<file path="src/rtl/reg_queue_pkg.sv">
// Shared defaults and helpers for the register-family blocks.
package reg_pkg;

  localparam int DEF_WIDTH = 16;
  localparam int DEF_DEPTH = 8;

  // Width of a counter that must represent 0..depth inclusive.
  function automatic int cnt_w(input int depth);
    return $clog2(depth) + 1;
  endfunction

endpackage

</file>
<file path="src/rtl/reg_queue_if.sv">
// Queue-side signal bundle: push/pop/flush controls, data and status.
// ovf/udf exist only when REG_QUEUE_ERR_EN is defined.
interface reg_queue_if import reg_pkg::*; #(
  parameter int WIDTH = DEF_WIDTH,
  parameter int DEPTH = DEF_DEPTH
) ();

  logic                      Load;
  logic                      Pop;
  logic                      Flush;
  logic [WIDTH-1:0]          data_in;
  logic [WIDTH-1:0]          data_out;
  logic                      empty;
  logic                      full;
  logic [cnt_w(DEPTH)-1:0]   count;
`ifdef REG_QUEUE_ERR_EN
  logic                      ovf;
  logic                      udf;
`endif

  modport master (
    output Load, Pop, Flush, data_in,
`ifdef REG_QUEUE_ERR_EN
    input  ovf, udf,
`endif
    input  data_out, empty, full, count
  );

  modport slave (
    input  Load, Pop, Flush, data_in,
`ifdef REG_QUEUE_ERR_EN
    output ovf, udf,
`endif
    output data_out, empty, full, count
  );

endinterface

</file>
<file path="src/rtl/reg_queue_reg_n.sv">
// WIDTH-bit load-enable register with synchronous active-high reset.
module reg_n #(
  parameter int WIDTH = 16
) (
  input  logic             clk_i,
  input  logic             rst_i,
  input  logic             en_i,
  input  logic [WIDTH-1:0] d_i,
  output logic [WIDTH-1:0] q_o
);

  logic [WIDTH-1:0] data_q;

  always_ff @(posedge clk_i) begin
    if (rst_i)     data_q <= '0;
    else if (en_i) data_q <= d_i;
  end

  assign q_o = data_q;

endmodule

</file>
<file path="src/rtl/reg_queue.sv">
// First-word-fall-through register queue with head/tail pointers.
// Optional sticky overflow/underflow flags under REG_QUEUE_ERR_EN.
module reg_queue import reg_pkg::*; #(
  parameter int WIDTH = DEF_WIDTH,
  parameter int DEPTH = DEF_DEPTH
) (
  input logic        Clk,
  input logic        Reset,
  reg_queue_if.slave q
);

  localparam int PTR_W = $clog2(DEPTH);
  localparam int CNT_W = cnt_w(DEPTH);

  logic [PTR_W-1:0] head_q, head_d, tail_q, tail_d;
  logic [CNT_W-1:0] count_q, count_d;
  logic             empty, full, push_ok, pop_ok;
  logic [WIDTH-1:0] mem [DEPTH];

  assign empty   = (count_q == '0);
  assign full    = (count_q == CNT_W'(DEPTH));
  // Flush and Reset both discard any push in the same cycle.
  assign push_ok = q.Load && (!full || q.Pop) && !q.Flush && !Reset;
  assign pop_ok  = q.Pop && !empty && !q.Flush && !Reset;

  // Storage is never cleared: pointers and count alone define validity.
  for (genvar i = 0; i < DEPTH; i++) begin : g_entry
    reg_n #(.WIDTH(WIDTH)) u_entry (
      .clk_i (Clk),
      .rst_i (1'b0),
      .en_i  (push_ok && (tail_q == PTR_W'(i))),
      .d_i   (q.data_in),
      .q_o   (mem[i])
    );
  end

  always_comb begin
    head_d  = head_q;
    tail_d  = tail_q;
    count_d = count_q;
    if (q.Flush) begin
      head_d  = '0;
      tail_d  = '0;
      count_d = '0;
    end else begin
      if (push_ok) tail_d = tail_q + 1'b1;
      if (pop_ok)  head_d = head_q + 1'b1;
      case ({push_ok, pop_ok})
        2'b10:   count_d = count_q + 1'b1;
        2'b01:   count_d = count_q - 1'b1;
        default: count_d = count_q;
      endcase
    end
  end

  always_ff @(posedge Clk) begin
    if (Reset) begin
      head_q  <= '0;
      tail_q  <= '0;
      count_q <= '0;
    end else begin
      head_q  <= head_d;
      tail_q  <= tail_d;
      count_q <= count_d;
    end
  end

`ifdef REG_QUEUE_ERR_EN
  logic ovf_q, ovf_d, udf_q, udf_d;

  // A combined Load+Pop on an empty queue is a plain push, not an underflow.
  always_comb begin
    ovf_d = ovf_q | (q.Load && full && !q.Pop);
    udf_d = udf_q | (q.Pop && empty && !q.Load);
    if (q.Flush) begin
      ovf_d = 1'b0;
      udf_d = 1'b0;
    end
  end

  always_ff @(posedge Clk) begin
    if (Reset) begin
      ovf_q <= 1'b0;
      udf_q <= 1'b0;
    end else begin
      ovf_q <= ovf_d;
      udf_q <= udf_d;
    end
  end

  assign q.ovf = ovf_q;
  assign q.udf = udf_q;
`endif

  assign q.data_out = empty ? '0 : mem[head_q];
  assign q.empty    = empty;
  assign q.full     = full;
  assign q.count    = count_q;

endmodule
</file>
<file path="src/flat_wrapper.sv">
// flat-port wrapper written by rule: the top's interface ports become plain ports
module reg_queue_flat import reg_pkg::*;
#(
  parameter int WIDTH = DEF_WIDTH,
  parameter int DEPTH = DEF_DEPTH
)
  (Clk, Reset, q_Load, q_Pop, q_Flush, q_data_in, q_data_out, q_empty, q_full, q_count);
  reg_queue_if #(.WIDTH(WIDTH), .DEPTH(DEPTH)) q_i ();
  input logic Clk;
  input logic Reset;
  input wire logic [$bits(q_i.Load)-1:0] q_Load;
  input wire logic [$bits(q_i.Pop)-1:0] q_Pop;
  input wire logic [$bits(q_i.Flush)-1:0] q_Flush;
  input wire logic [$bits(q_i.data_in)-1:0] q_data_in;
  output wire logic [$bits(q_i.data_out)-1:0] q_data_out;
  output wire logic [$bits(q_i.empty)-1:0] q_empty;
  output wire logic [$bits(q_i.full)-1:0] q_full;
  output wire logic [$bits(q_i.count)-1:0] q_count;
  assign q_i.Load = q_Load;
  assign q_i.Pop = q_Pop;
  assign q_i.Flush = q_Flush;
  assign q_i.data_in = q_data_in;
  assign q_data_out = q_i.data_out;
  assign q_empty = q_i.empty;
  assign q_full = q_i.full;
  assign q_count = q_i.count;
  reg_queue #(.WIDTH(WIDTH), .DEPTH(DEPTH)) u_core (.Clk(Clk), .Reset(Reset), .q(q_i));
endmodule
</file>
<file path="config.mk">
export PLATFORM = sky130hd
export DESIGN_NAME = reg_queue_flat
export DESIGN_NICKNAME = d
export VERILOG_FILES = /design/src/rtl/reg_queue_pkg.sv /design/src/rtl/reg_queue_if.sv /design/src/rtl/reg_queue_reg_n.sv /design/src/rtl/reg_queue.sv /design/src/flat_wrapper.sv
export SDC_FILE = /design/constraint.sdc
export NUM_CORES = 1
export LEC_CHECK = 0
export BUFFER_PORTS_ARGS = -buffer_cell sky130_fd_sc_hd__buf_2
export CAP_MARGIN = 0
export CORE_MARGIN = 8
export CORE_UTILIZATION = 59
export DETAILED_ROUTE_END_ITERATION = 8
export GPL_TIMING_DRIVEN = 0
export PLACE_DENSITY = 0.82
export SLEW_MARGIN = 20
export SYNTH_ARGS = -nofsm -noshare
export SYNTH_HDL_FRONTEND = slang
export SYNTH_SLANG_ARGS = --single-unit
</file>
<file path="constraint.sdc">
create_clock -name Clk -period 3.7 [get_ports Clk]
set_input_delay 0.74 -clock Clk [delete_from_list [all_inputs] [get_ports Clk]]
set_output_delay 0.74 -clock Clk [all_outputs]
set_load 0.005 [all_outputs]
</file>
* After elaboration in Yosys (flattened, before gate mapping)
Cells that the tools add are included.
** Storage, ports and cells
- Memories kept :: 0
- Output and inout bits :: 22
- Bits in registers :: 138
- Input bits :: 21
- Word-level logic and storage cells :: 55
- Latch bits :: 0
- Bits in writable memories :: 0
- Memory bits (read-only) :: 0
** Operators by class
- Reduce and logical (&&, ||, !) cells :: 23
- Shift-type cells :: 0
- Order comparisons :: 1
- $mul :: 0
- Add/sub/neg operators :: 4
- Div/mod/pow operators :: 0
- Eq/ne operators :: 10
- Bitwise gates (word level) :: 1
- Multiplexer cells :: 5
** Operators by type and width (number)
- binary-select mux 16 bit (select 3 bit) :: 1
- two-way mux 16 bit :: 3
- logical AND 1 bit :: 14
- equality test 3 bit, second input constant :: 4
- case mux 4 bit (2 select lines) :: 1
- adder 3 x 1 -> 3 bit, second input constant :: 2
- equality test 3 x 2 -> 1 bit, second input constant :: 2
- adder 4 x 1 -> 4 bit, second input constant :: 1
- equality test 4 bit, second input constant :: 1
- greater-or-equal comparator 4 bit, second input constant :: 1
- zero test 1 bit :: 4
- zero test 4 bit :: 1
- inverter 3 -> 4 bit :: 1
- subtractor 4 x 1 -> 4 bit, second input constant :: 1
- equality test 3 x 1 -> 1 bit, second input constant :: 1
- zero test 3 bit :: 1
- equality test 2 x 1 -> 1 bit, second input constant :: 1
- equality test 2 bit, second input constant :: 1
- nonzero test 2 bit :: 1
- OR reduction 2 bit :: 1
- logical OR 1 bit :: 1

* Logic depth before layout (Yosys ltp)
Gate-level depths: netlist (run 1).
- Depth after elaboration :: 8
- Mapped depth :: 12

* Hierarchy
A second synthesis (run 1) with hierarchy kept.
** Second synthesis, totals
- Cell total of the unflattened synthesis :: 571
- Area, all modules :: 6353.6 um^2
** Modules (own cells, without submodules)
- reg_n :: seq. area each 320.3 um^2, area each 580.6 um^2, cells an instance 52, times used 8
- reg_queue :: seq. area each 200.2 um^2, area each 1709.1 um^2, cells an instance 155, times used 1

* Worst setup path after synthesis (run 1)
Ideal clock, no wire load.
- Kind :: flip-flop to flip-flop
- Start :: register u_core.count_q[1], in the netlist u_core.q.count[1]
- End :: register u_core.count_q[2], in the netlist u_core.q.count[2]
- Clock period less this slack :: 2614 ps
- Path slack :: 1086 ps
- Required time :: 3629 ps
- Data arrival time :: 2543 ps
- Cell stages (with the launch flop) :: 13
- Cells stage by stage :: dfxtp_1 -> buf_6 -> or4b_4 -> o21a_4 -> and2_4 -> inv_1 -> ha_1 -> xor2_1 -> ha_1 -> a21oi_1 -> xor2_1 -> or3_1 -> a21oi_1
** Between the ends
- Word-level cells in the longest chain between the ends :: 8
- Elaborated cells on any way between the ends :: 17
- Those cells by class :: add/sub: 2; eq/ne: 3; mux: 1; reduce/logical: 11
** Ends and longest elaborated chain
- from (decl) :: RTL line reg_queue.sv:16 : logic [CNT_W-1:0] count_q, count_d;
- from (signal assigned) :: RTL line reg_queue.sv:64 : count_q <= count_d;
- equality test 4 bit :: RTL line reg_queue.sv:21 : assign full = (count_q == CNT_W'(DEPTH));
- zero test 1 bit :: RTL line reg_queue.sv:23 : assign push_ok = q.Load && (!full || q.Pop) && !q.Flush && !Reset;
- logical OR 1 bit :: RTL line reg_queue.sv:23
- logical AND 1 bit (3 in series) :: RTL line reg_queue.sv:23
- equality test 2 x 1 -> 1 bit or equality test 2 bit (tied branches) :: RTL line reg_queue.sv:48 : case ({push_ok, pop_ok})
- case mux 4 bit (2 select lines) or nonzero test 2 bit (tied branches)
Parallel ways exist; a longest one is shown, timed or not.
A chain may end at the register's enable or synchronous reset.

* Worst setup path after layout (run 1)
- Start :: register u_core.head_q[1]
- End :: output q_data_out[2]
** Between the ends
- Word-level cells in the longest chain between the ends :: 5
** Ends and longest elaborated chain
- from (decl) :: RTL line reg_queue.sv:15 : logic [PTR_W-1:0] head_q, head_d, tail_q, tail_d;
- from (signal assigned) :: RTL line reg_queue.sv:58 : head_q <= '0;
- from (signal assigned) :: RTL line reg_queue.sv:62 : head_q <= head_d;
- inverter 3 -> 4 bit (not written as such) :: RTL line reg_queue.sv:95 : assign q.data_out = empty ? '0 : mem[head_q];
- binary-select mux 16 bit (select 3 bit) :: RTL line reg_queue.sv:95
- two-way mux 16 bit (not written as such) (2 in series) :: RTL line reg_queue.sv:95
- two-way mux 16 bit :: RTL line reg_queue.sv:95
- to (decl) :: RTL line flat_wrapper.sv:15 : output wire logic [$bits(q_i.data_out)-1:0] q_data_out;
Every way passes these cells. The select of a mux whose other input is x is not followed.

==> impl_metrics.yaml, run 1 <==
yosys:
  synth-seq-cells: 138
  synth_edf_count: 128
  syn_area_mm2: 0.00552
  synth_flop_cell: "edfxtp_1"
  synth_fp_nets: 310
  yosysSeqAreaShare_pct: 73.2
  yosys_warnings: 0
  synth_top_area_cell: "edfxtp_1"
  avgSynthCellArea_um2: 19.8
  yosysTopAreaCellShare_pct: 69.6
  synthCells: 279
  synth_area_leaders: "edfxtp_1 (70%), mux4_2 (13%), dfxtp_1 (3.6%)"
  async_reset_ff_share_pct: 0
  yosys.cell_types.count: 31
place:
  place.gp.congestion: 0.776
  place_ws_ns: 0.762
  dpl-instance-area_mm2: 0.00588
  io_buffers: 42
  dp.final_hpwl_um: 6190
sta:
  worstMarginPinSlew_ns: 1.04
  setup_tns_ns: 0
  finalHoldViolCount: 0
  fin_crit_ns: 3.35
  relSlewSlack_pct: 30.9
  fmax_mhz: 298
  rsz0062_at_grt: "no"
  post-route-period-util_pct: 90.6
  fin_worst_skew_ns: 0.00966
  holdWs_ns: 0.498
  setup_ws_ns: 0.348
  slew_viol_final: 0
  setup_viol_count_final: 0
finish:
  drive_gt1_share_pct: 33.7
  antenna_cells: 0
  area_delta_synth_final_pct: 16.3
  final_area_mm2: 0.00642
  final_nets: 371
clocking:
  cts_tree: "done"
  holdBufCountCts: 0
  cts_root_buf: "clkbuf_8"
  clock_path_buffers: 2
  cts.sinks: 138
  cts_htree_levels: 4
  cts_setup_buffers: 0
  clkSlewWorstSetupHoldPaths_ns: 0.06
  cts_resized: 0
  numCtsBuffers: 17
  clock_latency_ns: 0.51
setup_path:
  start_kind: "flip-flop"
  cp.required_ns: 2.96
  path_class: "flip-flop to primary output"
  end_kind: "primary output"
  slowest_stage: "clkbuf_1"
  crit_chain: "buf_1 -> clkbuf_1 -> mux4_2 -> mux2i_1 -> nor2_1 -> buf_2"
  path_max_fanout: 10
  critPathMaxStageDelay_ns: 0.65
  cp.arrival_ns: 2.61
routing:
  drtIter0Drc: 237
  num_vias: 2814
  ant_nets: 0
  via_per_inst: 6.06
  drt-total-wl_um: 10600
  dr.pass1.iters: 5
  drc: 0
  post_drt_wl_per_cell_um: 22.8
grt:
  grt_overflow: 0
  grt_max_degree: 17
  grt_pass1_vias: 3056
  grt_pass1_wl_um: 16700
  antenna_found_initial: 1
  grt_util_all_layers_pct: 17.9
die:
  die_h_um: 113
  initial_core_util_pct: 60.4
  die_area_mm2: 0.0127
  fp.coreArea_mm2: 0.00915
  rows: 35
  fp.dieW_um: 113
  ios: 43
power_and_ir_drop:
  p_switching_mw: 0.725
  seq_power_share_pct: 51.8
  power_density_mw_per_mm2: 516
  p_leak_nw: 2.20
  power.share.clock_pct: 46.0
  p_comb_share_pct: 2.2
  intPower_mw: 2.59
  peakVddDrop_uv: 310
  p_sw_share_pct: 21.9
flow_run:
  max_cap_viol_count: 0
status:
  outcome: "complete, no violations"
hold_path:
  min_path_type: "primary input to flip-flop"
==> Yosys cell counts (2+ instances only) <==
library cell	instances
a21oi_1	2
and3_1	8
buf_1	2
buf_2	7
clkbuf_1	3
dfxtp_1	10
edfxtp_1	128
ha_1	10
inv_1	5
mux2i_1	19
mux4_2	32
nand2_1	2
nand2b_1	2
nor2_1	26
o21ai_0	2
or3_1	2
xor2_1	5
==> sequential cells by signal (all words and copies together) (netlist names) <==
register and cells:
u_core.g_entry.u_entry.q_o 128, u_core.head_q 3, u_core.q.count 4, u_core.tail_q 3
==> worst max-delay path: cells and delay by family, from the launching register on <==
family        cells  cell delay (ns)
flops             1             0.33
mux               2             0.62
simple gates      1             0.06
buf+inv           3             1.10
==> logic make-up (layout without fill, tap and decap cells) <==
logic type,Yosys count,after routing,share of synthesized area (%)
flip-flops,138,138,73.2
AND/OR/NAND/NOR,47,47,4.37
buffers and inverters,18,92,1.52
multiplexers,51,51,16.5
AO/OA/AOI/OAI,9,9,1.20
XOR/XNOR,6,6,0.951
adder cells (fa/ha/maj),10,10,2.27
==> area by class of cell <==
class	count	area (um^2)
Inverter	5	18.8
Sequential cell	138	4040
Fill cell	542	2730
Buffer	13	65.1
Clock inverter	15	128
Tap cell	111	139
Clock buffer	17	414
Timing Repair Buffer	42	210
Multi-Input combinational cell	123	1410
==> stage by stage <==
stage,power [mW],std cells,util (%)
after detailed placement,1.82,432,64.3
after global routing,3.40,464,70.2
after floorplan,1.78,279,-
after CTS,3.33,464,70.2
final,3.31,464,70.2
after global placement,1.82,432,64.2
==> power by group through the flow <==
stage | clock network [mW] | registers [mW] | logic (mW)
4_1_cts | 1.53 | 1.72 | 0.0733
2_1_floorplan | 0 | 1.75 | 0.0329
5_1_grt | 1.60 | 1.72 | 0.0815
3_5_place_dp | 0 | 1.75 | 0.0721
6_report | 1.52 | 1.72 | 0.0727
3_3_place_gp | 0 | 1.75 | 0.0682
==> worst paths after layout <==
check,cells after the start,end,slack [ns],start
hold / removal,1,u_core.g_entry[5].u_entry.q_o[10],0.50,q_data_in[10]
setup reg to reg,11,u_core.q.count[2],0.74,u_core.q.count[1]
hold reg to reg,2,u_core.tail_q[1],0.55,u_core.tail_q[1]
setup / recovery,6,q_data_out[2],0.35,u_core.head_q[1]
==> cell usage in the layout (no fill, tap or decap), types with 5 or more instances in the layout <==
cell | synthesis | final
and3_1 | 8 | 8
buf_2 | 7 | 49
clkbuf_16 | 0 | 16
dfxtp_1 | 10 | 10
edfxtp_1 | 128 | 128
ha_1 | 10 | 10
inv_1 | 5 | 5
inv_6 | 0 | 9
mux2i_1 | 19 | 19
mux4_2 | 32 | 32
nor2_1 | 26 | 26
xor2_1 | 5 | 5
==> layer usage <==
layer / wire [um] / global-route usage, % / part of all wire [%] / up-vias
li1: - / - / - / 1245
met5: 9 / 0 / 0.085 / -
met1: 4280 / 22.1 / 40 / 1432
met2: 5430 / 29.5 / 51 / 119
met3: 713 / 4.42 / 6.7 / 16
met4: 148 / 7.82 / 1.4 / 2
No activity file was read; power rests on OpenSTA's default activity.
==> inputs of run 2 (changes only) <==
--- a/config.mk
+++ b/config.mk
@@ -7,2 +7,3 @@
 export LEC_CHECK = 0
+export ABC_AREA = 1
 export BUFFER_PORTS_ARGS = -buffer_cell sky130_fd_sc_hd__buf_2
@@ -10,6 +11,6 @@
 export CORE_MARGIN = 8
-export CORE_UTILIZATION = 59
+export CORE_UTILIZATION = 60
 export DETAILED_ROUTE_END_ITERATION = 8
 export GPL_TIMING_DRIVEN = 0
-export PLACE_DENSITY = 0.82
+export PLACE_DENSITY = 0.83
 export SLEW_MARGIN = 20
--- a/constraint.sdc
+++ b/constraint.sdc
@@ -3,2 +3,2 @@
 set_output_delay 0.74 -clock Clk [all_outputs]
-set_load 0.005 [all_outputs]
+set_load 0.02 [all_outputs]
==> run 2 against run 1 <==
Wire length up 36%; largest cell class unchanged; critical path depth up 1; highest routed layer is now met4; synthesized area up 5.1%; synthesized cell count up 71%.
==> impl_metrics.yaml, run 2 <==
clocking:
  clock_path_buffers: 2
  cts_tree: "done"
  cts_setup_buffers: 0
  cts_root_buf: "clkbuf_8"
  cts_resized: 0
  cts_htree_levels: 4
  numCtsBuffers: 17
  clkSlewWorstSetupHoldPaths_ns: 0.06
  cts.sinks: 138
  clock_latency_ns: 0.52
  holdBufCountCts: 0
finish:
  final_nets: 578
  final_common_cell: "edfxtp_1"
  largest_reg_flops: 128
  instances_no_fill: 693
  area_delta_synth_final_pct: 17.1
  antenna_cells: 0
  fin_util_pct: 70.9
  final_cell_mix: "edfxtp_1 (128), nor2_1 (115), o21ai_0 (56)"
  drive_gt1_share_pct: 21.3
  final_area_mm2: 0.00680
power_and_ir_drop:
  peakVddDrop_uv: 369
  p_leak_nw: 2.51
  power_density_mw_per_mm2: 483
yosys:
  avgSynthCellArea_um2: 12.2
  yosysTopAreaCellShare_pct: 66.2
  yosysMostFrequentCell: "edfxtp_1"
  async_reset_ff_share_pct: 0
  synth_flop_cell: "edfxtp_1"
  synthCells: 476
  synth_edf_count: 128
  synth_area_leaders: "edfxtp_1 (66%), nor2_1 (7.6%), o21ai_0 (4.8%)"
  synth_common_cells: "edfxtp_1 (128), nor2_1 (117), o21ai_0 (56), nand2_1 (27), inv_1 (23)"
  syn_area_mm2: 0.00580
  yosys.cell_types.count: 31
  synth_fp_nets: 507
  synth-seq-cells: 138
  synth_top_area_cell: "edfxtp_1"
  yosysSeqAreaShare_pct: 69.7
  yosys_warnings: 0
setup_path:
  cp.arrival_ns: 2.18
  path_class: "flip-flop to primary output"
  end_kind: "primary output"
  cp.required_ns: 2.96
  start_kind: "flip-flop"
  path_max_fanout: 10
sta:
  fin_worst_skew_ns: 0.00922
  setup_ws_ns: 0.780
  finalHoldViolCount: 0
  slew_viol_final: 0
  holdWs_ns: 0.486
  relSlewSlack_pct: 41.8
  fmax_mhz: 343
  setup_viol_count_final: 0
  worstMarginPinSlew_ns: 0.868
  rsz0062_at_grt: "no"
  post-route-period-util_pct: 78.9
  fin_crit_ns: 2.92
place:
  dp.final_hpwl_um: 9200
  dpl-instance-area_mm2: 0.00631
  place_ws_ns: 0.970
  io_buffers: 42
  dp_cells: 661
  place.gp.congestion: 0.774
die:
  fp.dieW_um: 114
  rows: 36
  die_area_mm2: 0.0131
  die_h_um: 114
  initial_core_util_pct: 60.5
  ios: 43
  fp.coreArea_mm2: 0.00959
routing:
  drtIter0Drc: 584
  drt-total-wl_um: 14400
  dr.pass1.iters: 5
  via_per_inst: 6.02
  drc: 0
  ant_nets: 0
  post_drt_wl_per_cell_um: 20.7
  num_vias: 4170
grt:
  grt_pass1_vias: 4270
  antenna_found_initial: 0
  grt_util_all_layers_pct: 23.1
  grt_pass1_wl_um: 22400
  grt_max_degree: 17
  grt_overflow: 0
flow_run:
  max_cap_viol_count: 0
hold_path:
  min_path_type: "primary input to flip-flop"
status:
  outcome: "complete, no violations"
[run 2: layout make-up]
class / instances / area (um^2)
multi-input cells: 289 / 1510
clock buffers: 21 / 429
clock inverters: 11 / 56.3
repair buffers: 52 / 308
well taps: 133 / 166
fillers: 601 / 2800
inverters: 24 / 90.1
plain buffers: 25 / 199
flip-flops and latches: 138 / 4040
[run 2: cells by family (layout without fill, tap and decap cells)]
family | after synthesis | after routing | share of synthesized area [%]
xor gates and xnor gates | 2 | 2 | 0.302
DFF | 138 | 138 | 69.7
buffers and inverters | 49 | 133 | 4.98
and+or+nand+nor | 165 | 165 | 12.1
AOI/OAI and AO/OA | 112 | 112 | 10.8
adders and majority gates | 10 | 10 | 2.16
[run 2: worst paths after layout]
path | end | start | slack, ns | cells after the start
worst min register to register | u_core.tail_q[1] | u_core.tail_q[1] | 0.54 | 2
worst min-delay path | u_core.g_entry[4].u_entry.q_o[2] | q_data_in[2] | 0.49 | 1
worst max register to register | u_core.g_entry[5].u_entry.q_o[5] | u_core.q.count[2] | 1.41 | 7
worst max-delay path | q_data_out[14] | u_core.head_q[1] | 0.78 | 7
[run 2: metal layers]
layer | up-vias | wire length, um | global-route usage (%) | part of all wire, %
li1 | 1842 | - | - | -
met2 | 296 | 7010 | 37.9 | 49
met1 | 1987 | 5400 | 27.9 | 38
met3 | 45 | 1430 | 5.06 | 10
met4 | 0 | 512 | 13.0 | 3.6
met5 | - | 0 | 0 | 0
[run 2: through the flow]
stage          power, mW  setup TNS (ns)
3_3_place_gp        1.89           -2.48
4_1_cts             3.28               0
2_1_floorplan       1.84               0
5_1_grt             3.37               0
3_5_place_dp        1.91               0
6_report            3.29               0
[run 2: report_power, final]
group | leakage [nW] | internal [mW] | switching [mW]
logic | 1.04 | 0.0474 | 0.108
registers | 1.23 | 1.72 | 0.00617
clock network | 0.238 | 0.806 | 0.602
[run 2: critical path, cell delays in order, from the launching register on]
cell and delay, ns:
dfxtp_1 0.36, inv_1 0.26, clkbuf_2 0.33, o21ai_0 0.16, o22ai_1 0.16, nor2_1 0.07
nor2_1 0.13, buf_2 0.19
